===== src/rtl/bus_tx_fifo_if.sv =====
// Host/bus-side signal bundle of the per-device transmit FIFO.
// The FIFO connects through the slave modport and its user through the master modport.
interface bus_tx_fifo_if #(
  parameter int pckg_sz   = 16,
  parameter int depth     = 16,
  parameter int ovf_cnt_w = 8
);
  localparam int CNT_W = $clog2(depth + 1);

  logic                 push;
  logic [pckg_sz-1:0]   D_push;
  logic                 pop;
  logic                 full;
  logic                 almost_full;
  logic                 pndng;
  logic [pckg_sz-1:0]   D_pop;
  logic [CNT_W-1:0]     count;
  logic                 overflow;
  logic [ovf_cnt_w-1:0] ovf_cnt;

  modport master (
    output push, D_push, pop,
    input  full, almost_full, pndng, D_pop, count, overflow, ovf_cnt
  );

  modport slave (
    input  push, D_push, pop,
    output full, almost_full, pndng, D_pop, count, overflow, ovf_cnt
  );
endinterface


===== src/rtl/bus_tx_fifo.sv =====
// Per-device first-word-fall-through transmit FIFO feeding the bus arbiter.
// The head entry is held in its own register so D_pop never depends
// combinationally on push/pop. Dropped pushes are counted (saturating).
module bus_tx_fifo #(
  parameter int pckg_sz         = 16,
  parameter int depth           = 16,
  parameter int almost_full_lvl = 14,
  parameter int ovf_cnt_w       = 8
) (
  input logic          clk,
  input logic          reset,
  bus_tx_fifo_if.slave bus
);
  localparam int CNT_W = $clog2(depth + 1);
  localparam int PTR_W = (depth > 1) ? $clog2(depth) : 1;

  localparam logic [CNT_W-1:0]     DEPTH_C    = CNT_W'(depth);
  localparam logic [CNT_W-1:0]     AF_LVL_C   = CNT_W'(almost_full_lvl);
  localparam logic [CNT_W-1:0]     ONE_C      = CNT_W'(1);
  localparam logic [PTR_W-1:0]     PTR_LAST_C = PTR_W'(depth - 1);
  localparam logic [ovf_cnt_w-1:0] OVF_MAX_C  = '1;

  // Pointer advance with explicit wrap so depth need not be a power of two.
  function automatic logic [PTR_W-1:0] ptr_inc(input logic [PTR_W-1:0] p);
    logic [PTR_W-1:0] r;
    if (p == PTR_LAST_C) begin
      r = '0;
    end else begin
      r = p + PTR_W'(1);
    end
    return r;
  endfunction

  logic [pckg_sz-1:0]   mem_q [depth];
  logic [PTR_W-1:0]     wr_ptr_q, wr_ptr_d;
  logic [PTR_W-1:0]     rd_ptr_q, rd_ptr_d;
  logic [CNT_W-1:0]     count_q, count_d;
  logic [pckg_sz-1:0]   head_q, head_d;
  logic                 ovf_q, ovf_d;
  logic [ovf_cnt_w-1:0] ovf_cnt_q, ovf_cnt_d;
  logic                 pop_valid_s;
  logic                 push_acc_s;
  logic                 drop_s;

  // Next-state computation: accept/drop decisions, pointers, occupancy and next head.
  always_comb begin
    pop_valid_s = bus.pop && (count_q != '0);
    push_acc_s  = bus.push && ((count_q != DEPTH_C) || pop_valid_s);
    drop_s      = bus.push && !push_acc_s;

    if (push_acc_s) begin
      wr_ptr_d = ptr_inc(wr_ptr_q);
    end else begin
      wr_ptr_d = wr_ptr_q;
    end

    if (pop_valid_s) begin
      rd_ptr_d = ptr_inc(rd_ptr_q);
    end else begin
      rd_ptr_d = rd_ptr_q;
    end

    case ({push_acc_s, pop_valid_s})
      2'b10:   count_d = count_q + ONE_C;
      2'b01:   count_d = count_q - ONE_C;
      default: count_d = count_q;
    endcase

    // The head register mirrors mem[rd_ptr] except when the entry arriving
    // this cycle becomes the head directly (empty FIFO, or last entry popped).
    if (count_d == '0) begin
      head_d = '0;
    end else if (count_q == '0) begin
      head_d = bus.D_push;
    end else if (pop_valid_s) begin
      if (count_q == ONE_C) begin
        head_d = bus.D_push;
      end else begin
        head_d = mem_q[rd_ptr_d];
      end
    end else begin
      head_d = head_q;
    end

    ovf_d = drop_s;
    if (drop_s && (ovf_cnt_q != OVF_MAX_C)) begin
      ovf_cnt_d = ovf_cnt_q + ovf_cnt_w'(1);
    end else begin
      ovf_cnt_d = ovf_cnt_q;
    end
  end

  // Control state: synchronous reset discards in-flight data and statistics.
  always_ff @(posedge clk) begin
    if (reset) begin
      wr_ptr_q  <= '0;
      rd_ptr_q  <= '0;
      count_q   <= '0;
      head_q    <= '0;
      ovf_q     <= 1'b0;
      ovf_cnt_q <= '0;
    end else begin
      wr_ptr_q  <= wr_ptr_d;
      rd_ptr_q  <= rd_ptr_d;
      count_q   <= count_d;
      head_q    <= head_d;
      ovf_q     <= ovf_d;
      ovf_cnt_q <= ovf_cnt_d;
    end
  end

  // Storage write on accepted push; contents are intentionally not reset.
  always_ff @(posedge clk) begin
    if (!reset && push_acc_s) begin
      mem_q[wr_ptr_q] <= bus.D_push;
    end else begin
      mem_q[wr_ptr_q] <= mem_q[wr_ptr_q];
    end
  end

  assign bus.count       = count_q;
  assign bus.full        = (count_q == DEPTH_C);
  assign bus.almost_full = (count_q >= AF_LVL_C);
  assign bus.pndng       = (count_q != '0);
  assign bus.D_pop       = head_q;
  assign bus.overflow    = ovf_q;
  assign bus.ovf_cnt     = ovf_cnt_q;
endmodule

===== src/flat_wrapper.sv =====
// flat-port wrapper written by rule: the top's interface ports become plain ports
module bus_tx_fifo_flat 
#(
  parameter int pckg_sz         = 16,
  parameter int depth           = 16,
  parameter int almost_full_lvl = 14,
  parameter int ovf_cnt_w       = 8
)
  (clk, reset, bus_push, bus_D_push, bus_pop, bus_full, bus_almost_full, bus_pndng, bus_D_pop, bus_count, bus_overflow, bus_ovf_cnt);
  bus_tx_fifo_if #(.pckg_sz(pckg_sz), .depth(depth), .ovf_cnt_w(ovf_cnt_w)) bus_i ();
  input logic clk;
  input logic reset;
  input wire logic [$bits(bus_i.push)-1:0] bus_push;
  input wire logic [$bits(bus_i.D_push)-1:0] bus_D_push;
  input wire logic [$bits(bus_i.pop)-1:0] bus_pop;
  output wire logic [$bits(bus_i.full)-1:0] bus_full;
  output wire logic [$bits(bus_i.almost_full)-1:0] bus_almost_full;
  output wire logic [$bits(bus_i.pndng)-1:0] bus_pndng;
  output wire logic [$bits(bus_i.D_pop)-1:0] bus_D_pop;
  output wire logic [$bits(bus_i.count)-1:0] bus_count;
  output wire logic [$bits(bus_i.overflow)-1:0] bus_overflow;
  output wire logic [$bits(bus_i.ovf_cnt)-1:0] bus_ovf_cnt;
  assign bus_i.push = bus_push;
  assign bus_i.D_push = bus_D_push;
  assign bus_i.pop = bus_pop;
  assign bus_full = bus_i.full;
  assign bus_almost_full = bus_i.almost_full;
  assign bus_pndng = bus_i.pndng;
  assign bus_D_pop = bus_i.D_pop;
  assign bus_count = bus_i.count;
  assign bus_overflow = bus_i.overflow;
  assign bus_ovf_cnt = bus_i.ovf_cnt;
  bus_tx_fifo #(.pckg_sz(pckg_sz), .depth(depth), .almost_full_lvl(almost_full_lvl), .ovf_cnt_w(ovf_cnt_w)) u_core (.clk(clk), .reset(reset), .bus(bus_i));
endmodule

===== config.mk =====
export PLATFORM = sky130hd
export DESIGN_NAME = bus_tx_fifo_flat
export DESIGN_NICKNAME = d
export VERILOG_FILES = /design/src/rtl/bus_tx_fifo_if.sv /design/src/rtl/bus_tx_fifo.sv /design/src/flat_wrapper.sv
export SDC_FILE = /design/constraint.sdc
export NUM_CORES = 1
export LEC_CHECK = 0
export ABC_AREA = 1
export CAP_MARGIN = 20
export CORE_MARGIN = 2
export CORE_UTILIZATION = 55
export DETAILED_ROUTE_END_ITERATION = 7
export PLACE_DENSITY_LB_ADDON = 0.15
export RECOVER_POWER = 50
export REMOVE_ABC_BUFFERS = 1
export SYNTH_ARGS = -nofsm -noshare
export SYNTH_HDL_FRONTEND = slang
export SYNTH_SLANG_ARGS = --single-unit
export TNS_END_PERCENT = 5

===== constraint.sdc =====
create_clock -name clk -period 2.8 [get_ports clk]
set_clock_uncertainty 0.2 [all_clocks]
set_input_delay 0.56 -clock clk [delete_from_list [all_inputs] [get_ports clk]]
set_output_delay 0.56 -clock clk [all_outputs]
set_load 0.005 [all_outputs]

---- After elaboration in Yosys (flattened, before gate mapping) ----
Memories as Yosys holds them, arrays and structs flattened.
Cells that the tools add are included.
cells by class
  mux-type cells .......................... 11
  reduce and logical (&&, ||, !) cells .... 14
  equality and inequality tests ........... 9
  add/subtract/negate cells ............... 5
  bitwise operators ....................... 1
  magnitude comparators ................... 1
operators by type and width
  cell                 number
  $mux 16              4
  $mux 4               3
  $logic_not 5->1      2
  $pmux 5 s2           1
  $add 4x1->4 const B  2
  $add 8x1->8 const B  1
  $eq 4x4->1 const B   2
  $ne 8x8->1 const B   1
  $add 5x1->5 const B  1
  $eq 5x1->1 const B   1
  $eq 5x5->1 const B   1
  $ge 5x4->1 const B   1
  $logic_and 1x1->1    5
  $ne 5x5->1 const B   1
  $reduce_bool 5->1    1
  $sub 5x1->5 const B  1
  $mux 1               3
  $eq 2x1->1 const B   1
  $eq 2x2->1 const B   1
  $logic_not 1->1      2
  $reduce_and 2->1     1
  $reduce_bool 2->1    1
  $reduce_or 2->1      1
  $logic_or 1x1->1     1
  other kinds (2)      2
storage, ports and cells
  bits in writable memories ............... 256
  bits of input ports ..................... 20
  output and inout port bits .............. 33
  word-level logic and storage cells ...... 48
  bits in registers ....................... 38
  memories ................................ 1
memories
  memory        depth  bits a word  read ports  clocked after Yosys merged registers in  write ports  line               source
  u_core.mem_q  16     16           1           0                                        1            bus_tx_fifo.sv:34  logic [pckg_sz-1:0] mem_q [depth];

---- Depth between registers and ports, before layout ----
  depth in word-level cells ............... 8
  depth in mapped cells ................... 15
  mapped depth without buffers ............ 14

---- Worst setup path after synthesis ----
Ideal clock, no wire load.
  path kind ............................... register to register
  from .................................... register u_core.count_q[0] (netlist: u_core.bus.count[0])
  to ...................................... memory u_core.mem_q[3][0], enable pin
  required time ........................... 2.191 ns
  setup time .............................. 0.409 ns
  arrival time ............................ 2.397 ns
  setup slack ............................. -0.206 ns
  stages on the path, launching flop included .. 8
  cells stage by stage .................... dfxtp_1 inv_1 ha_1 nand4_1 nand2_2 inv_2 nand2_1 nor3_1
between the ends
  longest elaborated chain between the ends .. 8
  elaborated cells on any way between the ends .. 11
  those cells by class .................... eq/ne: 1; mux: 3; bitwise: 1; reduce/logical: 6
RTL lines
  what                                                              line                                    source
  from (decl)                                                       bus_tx_fifo.sv:37                       logic [CNT_W-1:0] count_q, count_d;
  from (signal assigned)                                            bus_tx_fifo.sv:105                      count_q <= count_d;
  $reduce_bool 5->1                                                 bus_tx_fifo.sv:47                       pop_valid_s = bus.pop && (count_q != '0);
  $logic_and 1x1->1                                                 bus_tx_fifo.sv:47
  $logic_or 1x1->1 *                                                bus_tx_fifo.sv:48                       push_acc_s = bus.push && ((count_q != DEPTH_C) || pop_valid_s);
  $logic_and 1x1->1 *                                               bus_tx_fifo.sv:48
  $logic_and 1x1->1 *                                               bus_tx_fifo.sv:114                      if (!reset && push_acc_s) begin
  $mux 1, on equally long branches                                  bus_tx_fifo.sv:114, bus_tx_fifo.sv:117
  $mux 1 (not written as such) or $reduce_and 2->1 (tied branches)  -
  $or 1x1->1 (no line) *                                            -
  to (decl)                                                         bus_tx_fifo.sv:34
Every way passes the cells marked *; elsewhere a longest branch is shown, timed or not.

---- Worst setup path in the final report ----
  from .................................... register u_core.count_q[1] (netlist: u_core.bus.count[1])
  to ...................................... output port bus_pndng
between the ends
  longest elaborated chain between the ends .. 1
RTL lines
  what               line                source
  $reduce_bool 5->1  bus_tx_fifo.sv:124  assign bus.pndng = (count_q != '0);
  to (decl)          flat_wrapper.sv:18  output wire logic [$bits(bus_i.pndng)-1:0] bus_pndng;
No other way between the ends.

==> run metrics <==
placed cells ~1.7k; Routed WL 32.8 mm; placed cell areas 14800 µm²; largest net degree at the start of global routing 51; port buffer count 52; Final Max Tran Viols 0; layout cell share with drive strength beyond 1 0.104; hpwl dp 20.1 mm; post-synthesis sequential area ratio 0.635; Setup-failing EPs final 0; Critical Path Sink Type primary output; critical path startpoint u_core.bus.count[1]; nets@finish 1483; HP Class flop to flop; crit-path max FO 7; Area Overhead vs Synth 18.3%; Main synth FF type edfxtp_1; hold_sp u_core.bus.D_pop[6]; Post-CTS Setup Inserts 0; Worst slew margin 0.507; Startpoint Class flop; WL per Instance 18.3 µm; Finished Cell Area ~16000 µm²; CTS Buffer Depth 3; Non-Filler Instances 1796; Yosys cell types 34; Crit Path Category flop to primary output; Antenna Nets Post-Route 0; max cap viols 0; area leader, netlist edfxtp_1; Worst EP required 2040 ps; Initial Util 0.564; Pleak 6.69 nW; Period Utilization, post-route 0.972; initial antenna violation count 1; die area 25500 µm²; Die X-Extent 160 µm; GRT overflow 0; reg2reg setup slack 290 ps; # clock sinks 294; die height approximately 160 µm; core area 23600 µm²; EDFF count, synth between 200 and 300; Synth Area per Inst between 9 and 10 µm²; Clock Latency Late Sink between 500 and 600 ps; ys async rst share 0; RSZ-0062 raised after global routing false; I/O Pins 53; Reg-to-Reg End u_core.bus.D_pop[7]; Root Buffer Master clkbuf_16; GRT Total Usage 0.261; FF+latch count, synth 294; dominant cells by area after synthesis edfxtp_1 58%, nand3_1 10%, nand2_1 8.7%, inv_1 7.0%, dfxtp_1 5.7%; Yosys warnings 0; DRC 0; run status complete, no violations; WHS Path Cells 2; synth cell count leaders 308 x nand2_1, 274 x nand3_1, 256 x edfxtp_1; mapped cell area 13300 µm²; gp weighted congestion 0.809; WP data arrival 1960 ps; Hold Vio Cnt, Final 0; vias in the first global route 9302; worst-margin pin slew between 700 and 800 ps; iteration count of the initial detailed-routing pass 7; peak supply drop ~0.0007 V; pwr dens 1030 nW/µm²; reg2reg path depth 15; first-pass GRT wire length ~52 mm; H-tree level count 1; maximum clock frequency 367 MHz; worst r2r src u_core.bus.count[1]; post-DR vias/cell 5.39; Vias 9672; setup TNS 0 ps; FP Rows 56; cell with the most instances after synthesis nand2_1; cts bufs inserted 30; Post-Syn Instances 1350; Synth top area share 0.577; hold endpoint u_core.bus.D_pop[6]; CTS tree yes; min cycle time layout 2720 ps; First DRT Iteration DRCs 870; CTS clk-pin slew, worst paths ~60 ps
## through the flow
stage	setup WS, ps	hold slack, ps	total power [W]	utilization
3_3_place_gp	35.2	256	0.0123	0.628
5_1_grt	6.18	282	0.0172	0.667
2_1_floorplan	-494	262	0.00949	-
4_1_cts	3.22	275	0.0163	0.669
3_5_place_dp	2.63	265	0.0124	0.628
6_report	78.7	272	0.0162	0.667
## report_power, final
group / total (W) / leakage (nW) / internal, W / switching, W
Clock: 0.00388 / 0.479 / 0.00231 / 0.00157
Combinational: 0.00724 / 3.59 / 0.00258 / 0.00466
Sequential: 0.00508 / 2.62 / 0.00494 / 0.000142
Total: 0.0162 / 6.69 / 0.00982 / 0.00637
## worst max path at each step
stage	end	slack (ps)	depth (start not counted)
after floorplan	u_core.bus.D_pop[12]	-490	13
after global placement	u_core.bus.D_pop[8]	40	15
after detailed placement	u_core.bus.D_pop[3]	3	13
after CTS	bus_pndng	3	4
after global routing	bus_pndng	6	4
final	bus_pndng	80	4
## metal layers
metal,track usage,wire length [µm],vias up
met5,0,0,-
met4,0.0839,731,0
met3,0.0357,2210,63
met2,0.428,16000,363
met1,0.364,13900,4616
li1,-,-,4630
## logic make-up after synthesis
group / share of synthesized area
simple gates: 0.217
compound gates: 0.0318
buf+inv: 0.101
fa+ha+maj: 0.0103
xor+xnor: 0.00461
flops: 0.635
## worst max-delay path: stages (launching register included)
cell	delay, ps
dfxtp_2	400
inv_1	110
ha_2	220
nand3_4	140
clkdlybuf4s50_1	530
## placed cells by master (no fill, tap or decap), types with 2 or more instances in the layout
cell type / instances
a21oi_1: 29
buf_12: 25
buf_4: 43
clkbuf_1: 25
clkbuf_16: 31
clkbuf_8: 7
clkdlybuf4s50_1: 19
clkinv_1: 2
clkinv_2: 3
dfxtp_1: 37
dlygate4sd3_1: 33
edfxtp_1: 256
ha_1: 10
inv_1: 252
inv_2: 4
nand2_1: 310
nand2_2: 3
nand2_4: 2
nand3_1: 274
nand3_2: 2
nand4_1: 3
nor2_1: 18
nor2_2: 12
nor3_1: 4
nor3_2: 4
o211ai_1: 10
o21a_1: 2
o21ai_0: 25
o21ai_1: 3
or2_2: 7
xor2_1: 7
## layout make-up
class	count	area [µm²]
sequential	294	8450
tap	319	399
multi-input combinational	736	3570
fill	1813	7860
clock buffer	49	913
clock inverter	7	61.3
antenna	1	2.50
inverter	256	961
timing repair buffer	134	1400
## state kept, by name, indices dropped and copies added, names as in the netlist
register	count
u_core.bus.overflow	1
u_core.wr_ptr_q	4
u_core.bus.ovf_cnt	8
u_core.rd_ptr_q	4
u_core.bus.count	5
u_core.mem_q	256
u_core.bus.D_pop	16
## repair_timing
action | in CTS | in global routing
pin swaps | 0 | 0
hold buffers | 0 | 0
setup endpoints to repair | 2 | 2
gates resized for setup | 1 | 1
gates cloned | 0 | 0
endpoints found under the hold margin | 0 | 0
Power figures use the tool's default switching activity.
